**src/rtl/tinyalu_pipe_if.sv**
```systemverilog
// Request/response bundle for tinyalu_pipe: operands, opcode and handshake toward the ALU,
// result, error flag and done pulse back to the driver.
interface tinyalu_pipe_if #(
   parameter int unsigned WIDTH = 8
);
   logic [WIDTH-1:0]   A;
   logic [WIDTH-1:0]   B;
   logic [2:0]         op;
   logic               start;
   logic               ready_o;
   logic               done;
   logic [2*WIDTH-1:0] result;
   logic               err_o;

   modport master (output A, B, op, start, input ready_o, done, result, err_o);
   modport slave  (input A, B, op, start, output ready_o, done, result, err_o);
endinterface

```
**src/rtl/tinyalu_pipe.sv**
```systemverilog
// Tiny ALU: ADD/AND/XOR (and SUB when TINYALU_SUB_EN is defined) complete in one cycle,
// MUL completes MUL_LAT cycles after acceptance; illegal opcodes return err_o with a zero result.
module tinyalu_pipe #(
   parameter int unsigned WIDTH   = 8,
   parameter int unsigned MUL_LAT = 3
) (
   input  logic           clk_i,
   input  logic           rst_i,
   tinyalu_pipe_if.slave  bus
);
   localparam int unsigned RES_W = 2 * WIDTH;
   localparam int unsigned CNT_W = $clog2(MUL_LAT + 1);

   localparam logic [2:0] OP_NOP = 3'b000;
   localparam logic [2:0] OP_ADD = 3'b001;
   localparam logic [2:0] OP_AND = 3'b010;
   localparam logic [2:0] OP_XOR = 3'b011;
   localparam logic [2:0] OP_MUL = 3'b100;
`ifdef TINYALU_SUB_EN
   localparam logic [2:0] OP_SUB = 3'b101;
`endif

   typedef enum logic {ST_IDLE, ST_MBUSY} state_e;

   state_e             state_q, state_d;
   logic [CNT_W-1:0]   cnt_q, cnt_d;
   logic [WIDTH-1:0]   a_q, a_d;
   logic [WIDTH-1:0]   b_q, b_d;
   logic               done_q, done_d;
   logic [RES_W-1:0]   result_q, result_d;
   logic               err_q, err_d;
   logic               ready_q, ready_d;
   logic               accept;

   assign accept = bus.start && ready_q;

   // Single-cycle ops resolve at acceptance; MUL captures operands and counts down.
   always_comb begin
      state_d  = state_q;
      cnt_d    = cnt_q;
      a_d      = a_q;
      b_d      = b_q;
      done_d   = 1'b0;
      result_d = result_q;
      err_d    = err_q;

      case (state_q)
         ST_IDLE: begin
            if (accept) begin
               case (bus.op)
                  OP_NOP: ;
                  OP_ADD: begin
                     done_d   = 1'b1;
                     err_d    = 1'b0;
                     result_d = RES_W'(bus.A) + RES_W'(bus.B);
                  end
                  OP_AND: begin
                     done_d   = 1'b1;
                     err_d    = 1'b0;
                     result_d = RES_W'(bus.A & bus.B);
                  end
                  OP_XOR: begin
                     done_d   = 1'b1;
                     err_d    = 1'b0;
                     result_d = RES_W'(bus.A ^ bus.B);
                  end
`ifdef TINYALU_SUB_EN
                  OP_SUB: begin
                     done_d   = 1'b1;
                     err_d    = 1'b0;
                     result_d = RES_W'(bus.A) - RES_W'(bus.B);
                  end
`endif
                  OP_MUL: begin
                     state_d = ST_MBUSY;
                     cnt_d   = CNT_W'(MUL_LAT - 1);
                     a_d     = bus.A;
                     b_d     = bus.B;
                  end
                  default: begin
                     done_d   = 1'b1;
                     err_d    = 1'b1;
                     result_d = '0;
                  end
               endcase
            end
         end
         ST_MBUSY: begin
            // Last busy cycle: publish the product so done lands exactly MUL_LAT after accept.
            if (cnt_q == CNT_W'(1)) begin
               state_d  = ST_IDLE;
               cnt_d    = '0;
               done_d   = 1'b1;
               err_d    = 1'b0;
               result_d = RES_W'(a_q) * RES_W'(b_q);
            end else begin
               cnt_d = cnt_q - CNT_W'(1);
            end
         end
         default: state_d = ST_IDLE;
      endcase

      ready_d = (state_d == ST_IDLE);
   end

   always_ff @(posedge clk_i) begin
      if (rst_i) begin
         state_q  <= ST_IDLE;
         cnt_q    <= '0;
         a_q      <= '0;
         b_q      <= '0;
         done_q   <= 1'b0;
         result_q <= '0;
         err_q    <= 1'b0;
         ready_q  <= 1'b1;
      end else begin
         state_q  <= state_d;
         cnt_q    <= cnt_d;
         a_q      <= a_d;
         b_q      <= b_d;
         done_q   <= done_d;
         result_q <= result_d;
         err_q    <= err_d;
         ready_q  <= ready_d;
      end
   end

   assign bus.ready_o = ready_q;
   assign bus.done    = done_q;
   assign bus.result  = result_q;
   assign bus.err_o   = err_q;
endmodule

```
**src/flat_wrapper.sv**
```systemverilog
// flat-port wrapper written by rule: the top's interface ports become plain ports
module tinyalu_pipe_flat 
#(
   parameter int unsigned WIDTH   = 8,
   parameter int unsigned MUL_LAT = 3
)
  (clk_i, rst_i, bus_A, bus_B, bus_op, bus_start, bus_ready_o, bus_done, bus_result, bus_err_o);
  tinyalu_pipe_if #(.WIDTH(WIDTH)) bus_i ();
  input  logic clk_i;
  input  logic rst_i;
  input wire logic [$bits(bus_i.A)-1:0] bus_A;
  input wire logic [$bits(bus_i.B)-1:0] bus_B;
  input wire logic [$bits(bus_i.op)-1:0] bus_op;
  input wire logic [$bits(bus_i.start)-1:0] bus_start;
  output wire logic [$bits(bus_i.ready_o)-1:0] bus_ready_o;
  output wire logic [$bits(bus_i.done)-1:0] bus_done;
  output wire logic [$bits(bus_i.result)-1:0] bus_result;
  output wire logic [$bits(bus_i.err_o)-1:0] bus_err_o;
  assign bus_i.A = bus_A;
  assign bus_i.B = bus_B;
  assign bus_i.op = bus_op;
  assign bus_i.start = bus_start;
  assign bus_ready_o = bus_i.ready_o;
  assign bus_done = bus_i.done;
  assign bus_result = bus_i.result;
  assign bus_err_o = bus_i.err_o;
  tinyalu_pipe #(.WIDTH(WIDTH), .MUL_LAT(MUL_LAT)) u_core (.clk_i(clk_i), .rst_i(rst_i), .bus(bus_i));
endmodule
```
**config.mk**
```make
export PLATFORM = sky130hd
export DESIGN_NAME = tinyalu_pipe_flat
export DESIGN_NICKNAME = d
export VERILOG_FILES = /design/src/rtl/tinyalu_pipe_if.sv /design/src/rtl/tinyalu_pipe.sv /design/src/flat_wrapper.sv
export SDC_FILE = /design/constraint.sdc
export NUM_CORES = 1
export LEC_CHECK = 0
export CORE_ASPECT_RATIO = 1.5
export CORE_MARGIN = 2
export CORE_UTILIZATION = 60
export CTS_BUF_LIST = sky130_fd_sc_hd__clkbuf_4
export DETAILED_ROUTE_END_ITERATION = 6
export PLACE_DENSITY = 0.83
export REMOVE_ABC_BUFFERS = 1
export SYNTH_ARGS = -nofsm -noshare
export SYNTH_HDL_FRONTEND = slang
export SYNTH_SLANG_ARGS = --single-unit
```
**constraint.sdc**
```tcl
create_clock -name clk_i -period 5.16 [get_ports clk_i]
set_input_delay 1.032 -clock clk_i [delete_from_list [all_inputs] [get_ports clk_i]]
set_output_delay 1.032 -clock clk_i [all_outputs]
set_load 0.05 [all_outputs]
```
# Word-level counts from Yosys, hierarchy flattened

Index checks and enable logic that the tools add are counted.

Register bits: 38
Bits in latches: 0
RAM bits: 0
ROM bits: 0
Input bits: 22
Output and inout port bits: 19
Logic and storage cells: 51
Memories kept: 0

$add $sub $neg: 2
Multipliers: 1
Divide/modulo/power cells: 0
$lt $le $gt $ge: 0
Equality and inequality tests: 9
Shift-type cells: 0
Mux-type cells: 20
Bitwise operators: 4
Reduce and logical (&&, ||, !) cells: 7

Operators with widths:

| operator              | number |
|---|---|
| $pmux W16 S4          | 1 |
| $mux W16              | 2 |
| $pmux W16 S2          | 1 |
| $mul A8 B8 Y16        | 1 |
| $add A8 B8 Y9         | 1 |
| $and A8 B8 Y8         | 1 |
| $mux W1               | 8 |
| $pmux W1 S2           | 4 |
| $xor A8 B8 Y8         | 1 |
| $eq A3 B2 Y1 const B  | 2 |
| $mux W2               | 3 |
| $ne A2 B2 Y1 const B  | 3 |
| $reduce_and A3 Y1     | 2 |
| $pmux W2 S2           | 1 |
| $eq A3 B1 Y1 const B  | 1 |
| $eq A3 B3 Y1 const B  | 1 |
| $logic_not A3 Y1      | 1 |
| $reduce_or A3 Y1      | 1 |
| $eq A2 B1 Y1 const B  | 1 |
| $ne A2 B1 Y1 const B  | 1 |
| $not A1 Y1            | 2 |
| $reduce_and A2 Y1     | 1 |
| $reduce_or A2 Y1      | 1 |
| $sub A2 B1 Y2 const B | 1 |
| $logic_and A1 B1 Y1   | 1 |

# Longest topological paths before layout

Gate-level depths: netlist of the first run.

Depth in word-level cells: 5
Depth in mapped cells: 15
Depth with buffers taken out: 15

# Least setup slack after synthesis of the first run

OpenSTA, ideal clock, no wires.

Path kind: register -> register
Start: register u_core.b_q[7]
End: register u_core.result_q[12] (netlist: u_core.bus.result[12])
Library setup time: 0.117 ns
Arrival: 4.062 ns
Required time: 5.043 ns
Setup slack: 0.980 ns
Stages on the path, launching flop included: 15
Path buffers: 1
Period minus slack after synthesis: 4.180 ns
Cells stage by stage: dfxtp_1 > buf_2 > and2_1 > fa_1 > fa_1 > fa_1 > inv_1 > fa_1 > inv_1 > ha_1 > a21oi_1 > o21ai_0 > a311oi_1 > mux2i_1 > nand2_1

Longest elaborated chain between the ends: 3

Ends and longest elaborated chain:

| what                   | RTL line            | RTL |
|---|---|---|
| from (decl)            | tinyalu_pipe.sv:28  | `logic [WIDTH-1:0] b_q, b_d;` |
| from (signal assigned) | tinyalu_pipe.sv:111 | `b_q <= '0;` |
| from (signal assigned) | tinyalu_pipe.sv:120 | `b_q <= b_d;` |
| $mul A8 B8 Y16         | tinyalu_pipe.sv:95  | `result_d = RES_W'(a_q) * RES_W'(b_q);` |
| $mux W16               | tinyalu_pipe.sv:90  | `if (cnt_q == CNT_W'(1)) begin` |
| $pmux W16 S2           | tinyalu_pipe.sv:47  | `case (state_q)` |
| to (signal assigned)   | tinyalu_pipe.sv:122 | `result_q <= result_d;` |
| to (decl)              | tinyalu_pipe.sv:30  | `logic [RES_W-1:0] result_q, result_d;` |

Every way passes these cells. The select of a mux whose other input is x is not followed.
A chain may end at the register's enable or synchronous reset.

# Worst setup path after layout of the first run

Start: register u_core.b_q[5]
End: register u_core.result_q[12] (netlist: u_core.bus.result[12])

The elaborated chain is that of the path after synthesis.

==> impl_results.md, run 1 <==
* Status: finished clean
* Clock root buffer: clkbuf_4
* Largest net degree at the start of global routing at 23
* Slew HR at 24.7%
* Post-synth ARST share at 0%
* Core box area at 6530 µm²
* Worst skew pair latency at 370 ps
* Yosys top cell area share at 18.7%
* Die Area at 7490 µm²
* Initial antenna violation count at 0
* Final GP Congestion at 1.01
* Post-Syn Area at 4080 µm²
* Nets@finish at 609
* # rows at 36
* Largest stage delay, worst path at 550 ps
* Final hold violations at 0
* Inserted Clock Buffers at 5
* Setup violations, final at 0
* Initial core utilization at 62.5%
* Syn Area/Cell at 8.73 µm²
* Worst-case clock skew at 13.8 ps
* Antenna-violating nets left at 0
* Initial DRC Count at 171
* First drt pass iteration count at 4
* Slew Viols, Final at 0
* Yosys Warn Count at 0
* Worst hold margin at 474 ps
* Via count at 3,513
* Number of hold buffers added after cts at 0
* I/O pins at 41
* CTS max path bufs at 2
* Synth cell types at 54
* Area grow syn2layout at 12.3%
* CP max FO at 9
* Setup TNS at 0 ps
* Filler cells at 543
* Max-cap violation count at 0
* Worst VDD drop at 0.147 mV
* Crit-path most repeated cell: fa_1
* Synth Instances at 467
* Setup CP Type: flop to flop
* Vias in the first global route at 3,526
* Sink Count at 38
* Inst Count DP at 574
* Flops & latches, synth at 38
* CTS tree: built
* HPWL Detailed at 8490 µm
* Worst Hold Launch: u_core.bus.result[11]$_SDFFE_PP0P_
* CP Launch Type: flop
* Antenna Cells at 0
* Post-route setup slack at 678 ps
* Buffers on Ports at 40
* Synth top area cells: dfxtp_1, fa_1, ha_1
* Cell taking the most area after synthesis: dfxtp_1
* Post-synth EDFFs at 0
* Crit path required time at 5420 ps
* CP Launch Point: u_core.b_q[5]$_SDFFE_PP0P_
* FMAX at 223 MHz
* Slowest-stage cell, CP: fa_1
* Total GRT Usage at 29.3%
* Reg2Reg Launch Point: u_core.b_q[5]$_SDFFE_PP0P_
* Worst-Margin Slew at 1130 ps
* Post-route insts no fill at 582
* Gr ovfl total at 0
* Data arrival, critical path at 4740 ps
* Setup Fix Bufs, Post-CTS at 0
* Die Y at 105 µm
* Wire length per cell at 18.1 µm
* Cell breakdown of the critical path: and2_1 > fa_1 > fa_1 > fa_1 > inv_1 > fa_1 > inv_1 > ha_1 > a21oi_1 > o21ai_0 > a311oi_1 > mux2i_1 > nand2_1
* Post-route minimum period at 4480 ps
* Worst min path class: flop to flop
* Ys flop type: dfxtp_1
* Post-CTS sizing at 0
* Global-route wire length before repair at 17,200 µm
* Total power at 623 µW
* Clk slew on worst S/H paths at 120 ps
* Routed wire length at 10,500 µm
* Tcrit/Tclk final at 86.9%
* CTS H-tree lvls at 2
* Leak Pwr at 0.00211 µW
* Seq/Total Area, Yosys at 18.7%
* Post-placement worst setup slack at 744 ps
* DRC viols at 0
* Kind of end point of the critical path: flop
* Drt via density at 6.04
* Share of cells above drive strength 1 at 3.16%
* PwrDens at 136 nW/µm²
* RSZ-0062 raised after global routing: no
* Die X at 71.3 µm
==> final cells by class <==
cell class | instances | area [µm²] | share of cell area [%]
multi-input cells | 360 | 3030 | 66.2
flip-flops and latches | 38 | 761 | 16.6
repair buffers | 43 | 423 | 9.23
inverters | 57 | 214 | 4.67
well taps | 76 | 95.1 | 2.08
clock buffers | 5 | 37.5 | 0.820
clock inverters | 3 | 16.3 | 0.355
==> cells in the mapped netlist (4+ instances only) <==
master	instances
inv_1	57
xnor2_1	6
o211ai_1	4
xor2_1	4
a31oi_1	5
a21oi_1	13
dfxtp_1	38
nand2_1	37
and2_1	51
a32oi_1	5
a211oi_1	6
nand3_1	12
fa_1	37
nor2_1	36
buf_2	6
o21ai_0	21
nor3b_1	4
nor3_1	4
mux2i_1	21
ha_1	45
==> worst paths after layout <==
kind	to	slack [ps]	cells past startpoint
setup / recovery	u_core.bus.result[12]$_SDFFE_PP0P_	680	13
hold / removal	u_core.bus.result[11]$_SDFFE_PP0P_	470	2
setup reg to reg	u_core.bus.result[12]$_SDFFE_PP0P_	680	13
hold reg to reg	u_core.bus.result[11]$_SDFFE_PP0P_	470	2
==> through the flow <==
step	utilization (%)	area, µm²
2_1_floorplan	-	4010
4_1_cts	70.1	4580
3_3_place_gp	69.3	4530
6_report	70.1	4580
5_1_grt	70.1	4580
3_5_place_dp	69.3	4530
==> per-layer routing <==
metal	track usage [%]	routed length [µm]
met5	0	0
met4	17.7	578
met3	3.66	477
met2	47.6	5310
met1	36.3	4150
==> registers in the layout, indices dropped and copies added, names as in the netlist <==
| signal | count |
|---|---|
| u_core.a_q | 8 |
| u_core.b_q | 8 |
| u_core.bus.done | 1 |
| u_core.bus.err_o | 1 |
| u_core.bus.ready_o | 1 |
| u_core.bus.result | 16 |
| u_core.cnt_q | 2 |
| u_core.state_q | 1 |
==> cells by family (layout without fill, tap and decap cells) <==
group	count (synthesis)	in the layout	share of synthesized area, %
compound gates	85	85	14.4
xor+xnor	10	10	2.15
fa+ha+maj	82	82	32.0
buf+inv	69	108	6.99
flops	38	38	18.7
mux	21	21	5.15
simple gates	162	162	20.6
==> layout by cell type (no fill, tap or decap), drive strengths merged, types with 6 or more instances in the layout <==
| master | netlist | layout |
|---|---|---|
| nand2 | 38 | 38 |
| nand3 | 12 | 12 |
| ha | 45 | 45 |
| clkdlybuf4s50 | 0 | 40 |
| nor2 | 37 | 37 |
| xnor2 | 6 | 6 |
| mux2i | 21 | 21 |
| o21ai | 21 | 21 |
| a211oi | 7 | 7 |
| and2 | 51 | 51 |
| inv | 57 | 57 |
| dfxtp | 38 | 38 |
| fa | 37 | 37 |
| a21oi | 13 | 13 |
==> report_power, final <==
group / switching (µW) / total [µW] / internal, µW
registers: 10.8 / 314 / 303
clock network: 111 / 162 / 50.7
logic: 87.2 / 147 / 59.6
==> critical path: cells and delay by family (launching register included) <==
kind	cells	cell delay (ps)
AOI/OAI and AO/OA	3	850
muxes	1	220
DFF	1	500
adders and majority gates	5	2460
buffers and inverters	2	110
and+or+nand+nor	2	250
(Power assumes the default switching activity.)
==> run 2, diff against run 1 <==
--- a/config.mk
+++ b/config.mk
@@ -11,6 +11,7 @@
 export CTS_BUF_LIST = sky130_fd_sc_hd__clkbuf_4
 export DETAILED_ROUTE_END_ITERATION = 6
 export PLACE_DENSITY = 0.83
+export RECOVER_POWER = 50
 export REMOVE_ABC_BUFFERS = 1
 export SYNTH_ARGS = -nofsm -noshare
 export SYNTH_HDL_FRONTEND = slang
==> constraint.sdc (replaced) <==
create_clock -name clk_i -period 4.6 [get_ports clk_i]
set_input_delay 0.92 -clock clk_i [delete_from_list [all_inputs] [get_ports clk_i]]
set_output_delay 0.92 -clock clk_i [all_outputs]
set_load 0.05 [all_outputs]
==> impl_results.md, run 2 (synthesis gave the netlist of run 1 again) <==
* Data arrival, critical path at 4670 ps (-70 ps)
* Commonest non-fill, non-tap cell in the layout: inv_1
* Kind of end point of the critical path: flop
* Area grow syn2layout at 12.2% (about the same)
* Post-route minimum period at 4380 ps (-97.4 ps)
* Crit-path most repeated cell: fa_1
* HPWL Detailed at 8480 µm (-0.16%)
* Final GP Congestion at 1.03 (+2.6%)
* Sink Count at 38 (unchanged)
* Leak Pwr at 0.00218 µW (+3.1%)
* Slew HR at 46.5% (+22 points)
* PwrDens at 150 nW/µm² (+10%)
* Buffers on Ports at 40 (unchanged)
* Nets@finish at 612 (+0.49%)
* First drt pass iteration count at 4 (unchanged)
* Die X at 71.3 µm (unchanged)
* Antenna-violating nets left at 0 (unchanged)
* Setup Fix Bufs, Post-CTS at 0 (unchanged)
* Filler cells at 525 (-3.3%)
* Largest stage delay, worst path at 540 ps (about the same)
* CP max FO at 9 (unchanged)
* Worst-case clock skew at 19.4 ps (+5.58 ps)
* # rows at 36 (unchanged)
* Die Y at 105 µm (unchanged)
* Final hold violations at 0 (unchanged)
* Crit path required time at 4890 ps (-530 ps)
* Most frequent cells in the layout: inv_1, and2_1, ha_1
* Global-route wire length before repair at 17,200 µm (about the same)
* Slew Viols, Final at 0 (unchanged)
* Slowest-stage cell, CP: fa_1
* Setup CP Type: flop to flop
* Worst VDD drop at 0.176 mV (+20%)
* Inserted Clock Buffers at 5 (unchanged)
* Worst-Margin Slew at 797 ps (-329 ps)
* Initial antenna violation count at 0 (unchanged)
* Setup TNS at 0 ps (unchanged)
* Worst hold margin at 467 ps (-6.19 ps)
* Status: finished clean
* Share of cells above drive strength 1 at 3.54% (+0.38 points)
* Routed wire length at 10,500 µm (+0.13%)
* Tcrit/Tclk final at 95.3% (+8.5 points)
* Wire length per cell at 18.0 µm (-0.21%)
* Max-cap violation count at 0 (unchanged)
* Worst skew pair latency at 380 ps (about the same)
* Initial DRC Count at 216 (+26%)
* Die Area at 7490 µm² (unchanged)
* Cell breakdown of the critical path: and2_1 > fa_1 > fa_1 > fa_1 > inv_1 > fa_1 > inv_1 > ha_1 > a21oi_2 > o21ai_0 > a311oi_1 > mux2i_1 > nand2_1
* Post-route insts no fill at 584 (+0.34%)
* Worst min path class: flop to flop
* Inst Count DP at 577 (+0.52%)
* RSZ-0062 raised after global routing: no
* CTS max path bufs at 2 (unchanged)
* CP Launch Type: flop
* Max reg flops at 16 (unchanged)
* Clock root buffer: clkbuf_4
* I/O pins at 41 (unchanged)
* Gr ovfl total at 0 (unchanged)
* Initial core utilization at 62.5% (unchanged)
* Antenna Cells at 0 (unchanged)
* Largest net degree at the start of global routing at 23 (unchanged)
* Core box area at 6530 µm² (unchanged)
* Clk slew on worst S/H paths at 130 ps (about the same)
* FMAX at 228 MHz (+2.2%)
* Total GRT Usage at 29.4% (+0.10 points)
* Setup violations, final at 0 (unchanged)
* CTS H-tree lvls at 2 (unchanged)
* CTS tree: built
* Vias in the first global route at 3,573 (+1.3%)
* Via count at 3,536 (+0.65%)
* DRC viols at 0 (unchanged)
* Drt via density at 6.05 (+0.31%)
-- run 2: path summary, 6_finish.rpt --
kind	cells past startpoint	start	slack, ps	endpoint
worst min register to register	2	u_core.bus.result[11]$_SDFFE_PP0P_	470	u_core.bus.result[11]$_SDFFE_PP0P_
worst min-delay path	2	u_core.bus.result[11]$_SDFFE_PP0P_	470	u_core.bus.result[11]$_SDFFE_PP0P_
worst max register to register	13	u_core.b_q[5]$_SDFFE_PP0P_	220	u_core.bus.result[12]$_SDFFE_PP0P_
worst max-delay path	13	u_core.b_q[5]$_SDFFE_PP0P_	220	u_core.bus.result[12]$_SDFFE_PP0P_
-- run 2: repair_timing --
item,CTS,global route
hold buffers,0,0
resized for setup,0,2
setup endpoints to repair,0,2
endpoints found under the hold margin,0,0
-- run 2: area by class of cell --
class                           instances  area [µm²]  area share (%)
Clock buffer                            5        37.5           0.820
Multi-Input combinational cell        360        3020            65.9
Sequential cell                        38         762            16.6
Timing Repair Buffer                   46         442            9.65
Tap cell                               76        95.1            2.08
Clock inverter                          2        10.0           0.219
Inverter                               57         214            4.67
-- run 2: through the flow --
step,util [%],instance area [µm²],power [µW],worst slack [ps]
after floorplan,-,4010,452,485
after global placement,69.6,4550,518,308
after detailed placement,69.6,4550,520,222
after CTS,70.4,4600,692,207
after global routing,70.1,4580,717,32.8
final,70.1,4580,687,215
-- run 2: metal layers --
| layer | wire length [µm] | vias to the layer above | GRT usage (%) |
|---|---|---|---|
| li1 | - | 1681 | - |
| met1 | 4160 | 1686 | 35.5 |
| met2 | 5300 | 134 | 49.1 |
| met3 | 525 | 35 | 4.34 |
| met4 | 547 | 0 | 15.9 |
| met5 | 0 | - | 0 |
-- run 2: power breakdown --
group,internal (µW),total (µW),switching [µW]
Combinational,64.1,160,96.4
Sequential,340,351,11.5
Clock,55.0,176,121
Total,459,687,228
-- run 2: worst max-delay path, delay by kind of cell (launching register included) --
kind / cells / cell delay (ps)
AO/OA/AOI/OAI: 3 / 780
adder cells (fa/ha/maj): 5 / 2420
buffers and inverters: 2 / 100
flip-flops: 1 / 510
multiplexers: 1 / 220
AND/OR/NAND/NOR: 2 / 250
==> run 3, diff against run 2 <==
--- a/config.mk
+++ b/config.mk
@@ -7,10 +7,10 @@
 export LEC_CHECK = 0
 export CORE_ASPECT_RATIO = 1.5
 export CORE_MARGIN = 2
-export CORE_UTILIZATION = 60
+export CORE_UTILIZATION = 54
 export CTS_BUF_LIST = sky130_fd_sc_hd__clkbuf_4
 export DETAILED_ROUTE_END_ITERATION = 6
-export PLACE_DENSITY = 0.83
+export PLACE_DENSITY = 0.8
 export RECOVER_POWER = 50
 export REMOVE_ABC_BUFFERS = 1
 export SYNTH_ARGS = -nofsm -noshare
==> constraint.sdc (replaced) <==
create_clock -name clk_i -period 3.6 [get_ports clk_i]
set_input_delay 0.72 -clock clk_i [delete_from_list [all_inputs] [get_ports clk_i]]
set_output_delay 0.72 -clock clk_i [all_outputs]
set_load 0.05 [all_outputs]
==> impl_results.md, run 3 (synthesis gave the netlist of run 1 again) <==
* Gr ovfl total at 0 (unchanged)
* # rows at 38 (+5.6%)
* Clock root buffer: clkbuf_4
* Post-placement worst setup slack at -647 ps (-869 ps)
* CTS H-tree lvls at 2 (unchanged)
* Die Y at 110 µm (+5.2%)
* Initial core utilization at 56.1% (-6.4 points)
* Nets@finish at 666 (+8.8%)
* Global routing's busiest layer: met2
* Slowest-stage cell, CP: fa_1
* Data arrival, critical path at 4250 ps (-420 ps)
* Final GP Congestion at 0.903 (-13%)
* RSZ-0062 raised after global routing: yes
* Max reg flops at 16 (unchanged)
* CP max FO at 6 (-3)
* Largest stage delay, worst path at 560 ps (+20 ps)
* Max-cap violation count at 0 (unchanged)
* Critical path's top delay family: adder cells
* HPWL Detailed at 8830 µm (+4.2%)
* Drt via density at 5.98 (-1.2%)
* Share of cells above drive strength 1 at 25.6% (+22 points)
* Setup violations, final at 11 (+11)
* FMAX at 251 MHz (+10%)
* Global-route wire length before repair at 19,400 µm (+13%)
* Slew Viols, Final at 0 (unchanged)
* Worst-Margin Slew at 714 ps (-82.5 ps)
* Die X at 75.0 µm (+5.1%)
* Total GRT Usage at 30.3% (+0.88 points)
* Number of hold buffers added after cts at 0 (unchanged)
* Vias in the first global route at 4,118 (+15%)
* Post-route setup slack at -387 ps (-602 ps)
* First drt pass iteration count at 5 (+1)
* Worst-case clock skew at 22.8 ps (+3.37 ps)
* Slew HR at 52.3% (+5.8 points)
* Leak Pwr at 0.00254 µW (+17%)
* Inserted Clock Buffers at 5 (unchanged)
* Commonest non-fill, non-tap cell in the layout: inv_1
* Met2 Track Usage GR at 50.5% (+1.3 points)
* CP Launch Type: flop
* Tcrit/Tclk final at 111% (+15 points)
* Met1 Track Usage GR at 35.9% (+0.36 points)
* Reg area at 792 µm² (+3.9%)
* Largest net degree at the start of global routing at 21 (-8.7%)
* Sink Count at 38 (unchanged)
* Buffers on Ports at 40 (unchanged)
* Total power at 910 µW (+32%)
* Crit path required time at 3870 ps (-1020 ps)
* Buf+Inv Stages, Crit Path at 4 (+2)
* Wire length per cell at 19.2 µm (+6.8%)
* Worst skew pair latency at 380 ps (about the same)
* Core box area at 7270 µm² (+11%)
* Failing checks: negative setup slack
* Clk slew on worst S/H paths at 140 ps (about the same)
* Area taken by multi-input logic gates at 3390 µm² (+12%)
* Cell breakdown of the critical path: buf_6 > nand2_4 > fa_1 > fa_1 > inv_2 > fa_1 > inv_2 > fa_1 > inv_1 > ha_4 > and3_4 > a2111oi_4 > xor2_1 > o21ai_1
* Number of stages on the worst setup path at 14 (+1)
* Register-to-Register Path Depth at 14 (+1)
* CTS tree: built
* Setup CP Type: flop to flop
* Antenna Cells at 0 (unchanged)
* Post-route minimum period at 3990 ps (-398 ps)
* Kind of end point of the critical path: flop
* CTS max path bufs at 2 (unchanged)
* Status: finished with violations
* PwrDens at 166 nW/µm² (+11%)
* Routed wire length at 12,800 µm (+21%)
* Worst min path class: flop to flop
* Worst hold stages at 2 (unchanged)
* Final hold violations at 0 (unchanged)
* DRC viols at 0 (unchanged)
* Initial antenna violation count at 0 (unchanged)
* Crit-path most repeated cell: fa_1
* Antenna-violating nets left at 0 (unchanged)
* I/O pins at 41 (unchanged)
* Via count at 3,967 (+12%)
* Worst VDD drop at 0.230 mV (+31%)
* Die Area at 8280 µm² (+11%)
* Filler cells at 484 (-7.8%)
* Initial DRC Count at 231 (+6.9%)
* Global Route met3 Usage at 4.01% (-0.32 points)
* Most frequent cells in the layout: inv_1, buf_4, and2_1, ha_1, nor2_1
* Area grow syn2layout at 34.1%
[run 3: cell types whose count changed in the layout (fill, tap and decap cells not counted), sizes merged]
cell and change:
dlygate4sd3 -3, buf +54, clkdlybuf4s50 +3, clkinvlp +1
[run 3: final timing paths]
kind,endpoint,from,slack (ps)
max,u_core.bus.result[9]$_SDFFE_PP0P_,u_core.b_q[3]$_SDFFE_PP0P_,-390
min,u_core.bus.result[11]$_SDFFE_PP0P_,u_core.bus.result[11]$_SDFFE_PP0P_,480
max reg2reg,u_core.bus.result[9]$_SDFFE_PP0P_,u_core.b_q[3]$_SDFFE_PP0P_,-390
min reg2reg,u_core.bus.result[11]$_SDFFE_PP0P_,u_core.bus.result[11]$_SDFFE_PP0P_,480
[run 3: layer usage]
layer,vias to the layer above,routed length [µm]
li1,1783,-
met1,1899,4540
met2,216,6500
met3,69,839
met4,0,882
met5,-,0
[run 3: what timing repair did]
action | CTS | global route
pin swaps | 37 | 33
hold endpoints to repair | 0 | 0
resized for setup | 82 | 37
endpoints found under the setup margin | 11 | 11
setup buffers | 7 | 5
[run 3: power by group]
part           switching (µW)  leakage (µW)  internal [µW]
registers                12.3      0.000317            431
clock network             161     0.0000286           72.7
logic                     137       0.00220           95.2
[run 3: tightest hold or removal path, cell delays in order, from the launching register on]
cell and delay [ps]:
dfxtp_1 350, nand2_1 50, o21ai_1 50
[run 3: area by class of cell]
type	instances	share of cell area [%]
multi-input cells	360	61.9
well taps	100	2.29
repair buffers	100	16.4
clock inverters	3	0.297
flip-flops and latches	38	14.5
inverters	57	3.91
clock buffers	5	0.686
[run 3: through the flow]
step	instance area [µm²]	cells	TNS [ps]	util [%]	hold WS, ps
final	5470	663	-3060	75.2	480
after global routing	5470	663	-4250	75.2	503
after CTS	5310	659	-2060	72.9	475
after detailed placement	4900	644	-5490	67.4	459
after global placement	4900	644	-4970	67.4	436
after floorplan	4010	455	-2530	-	447
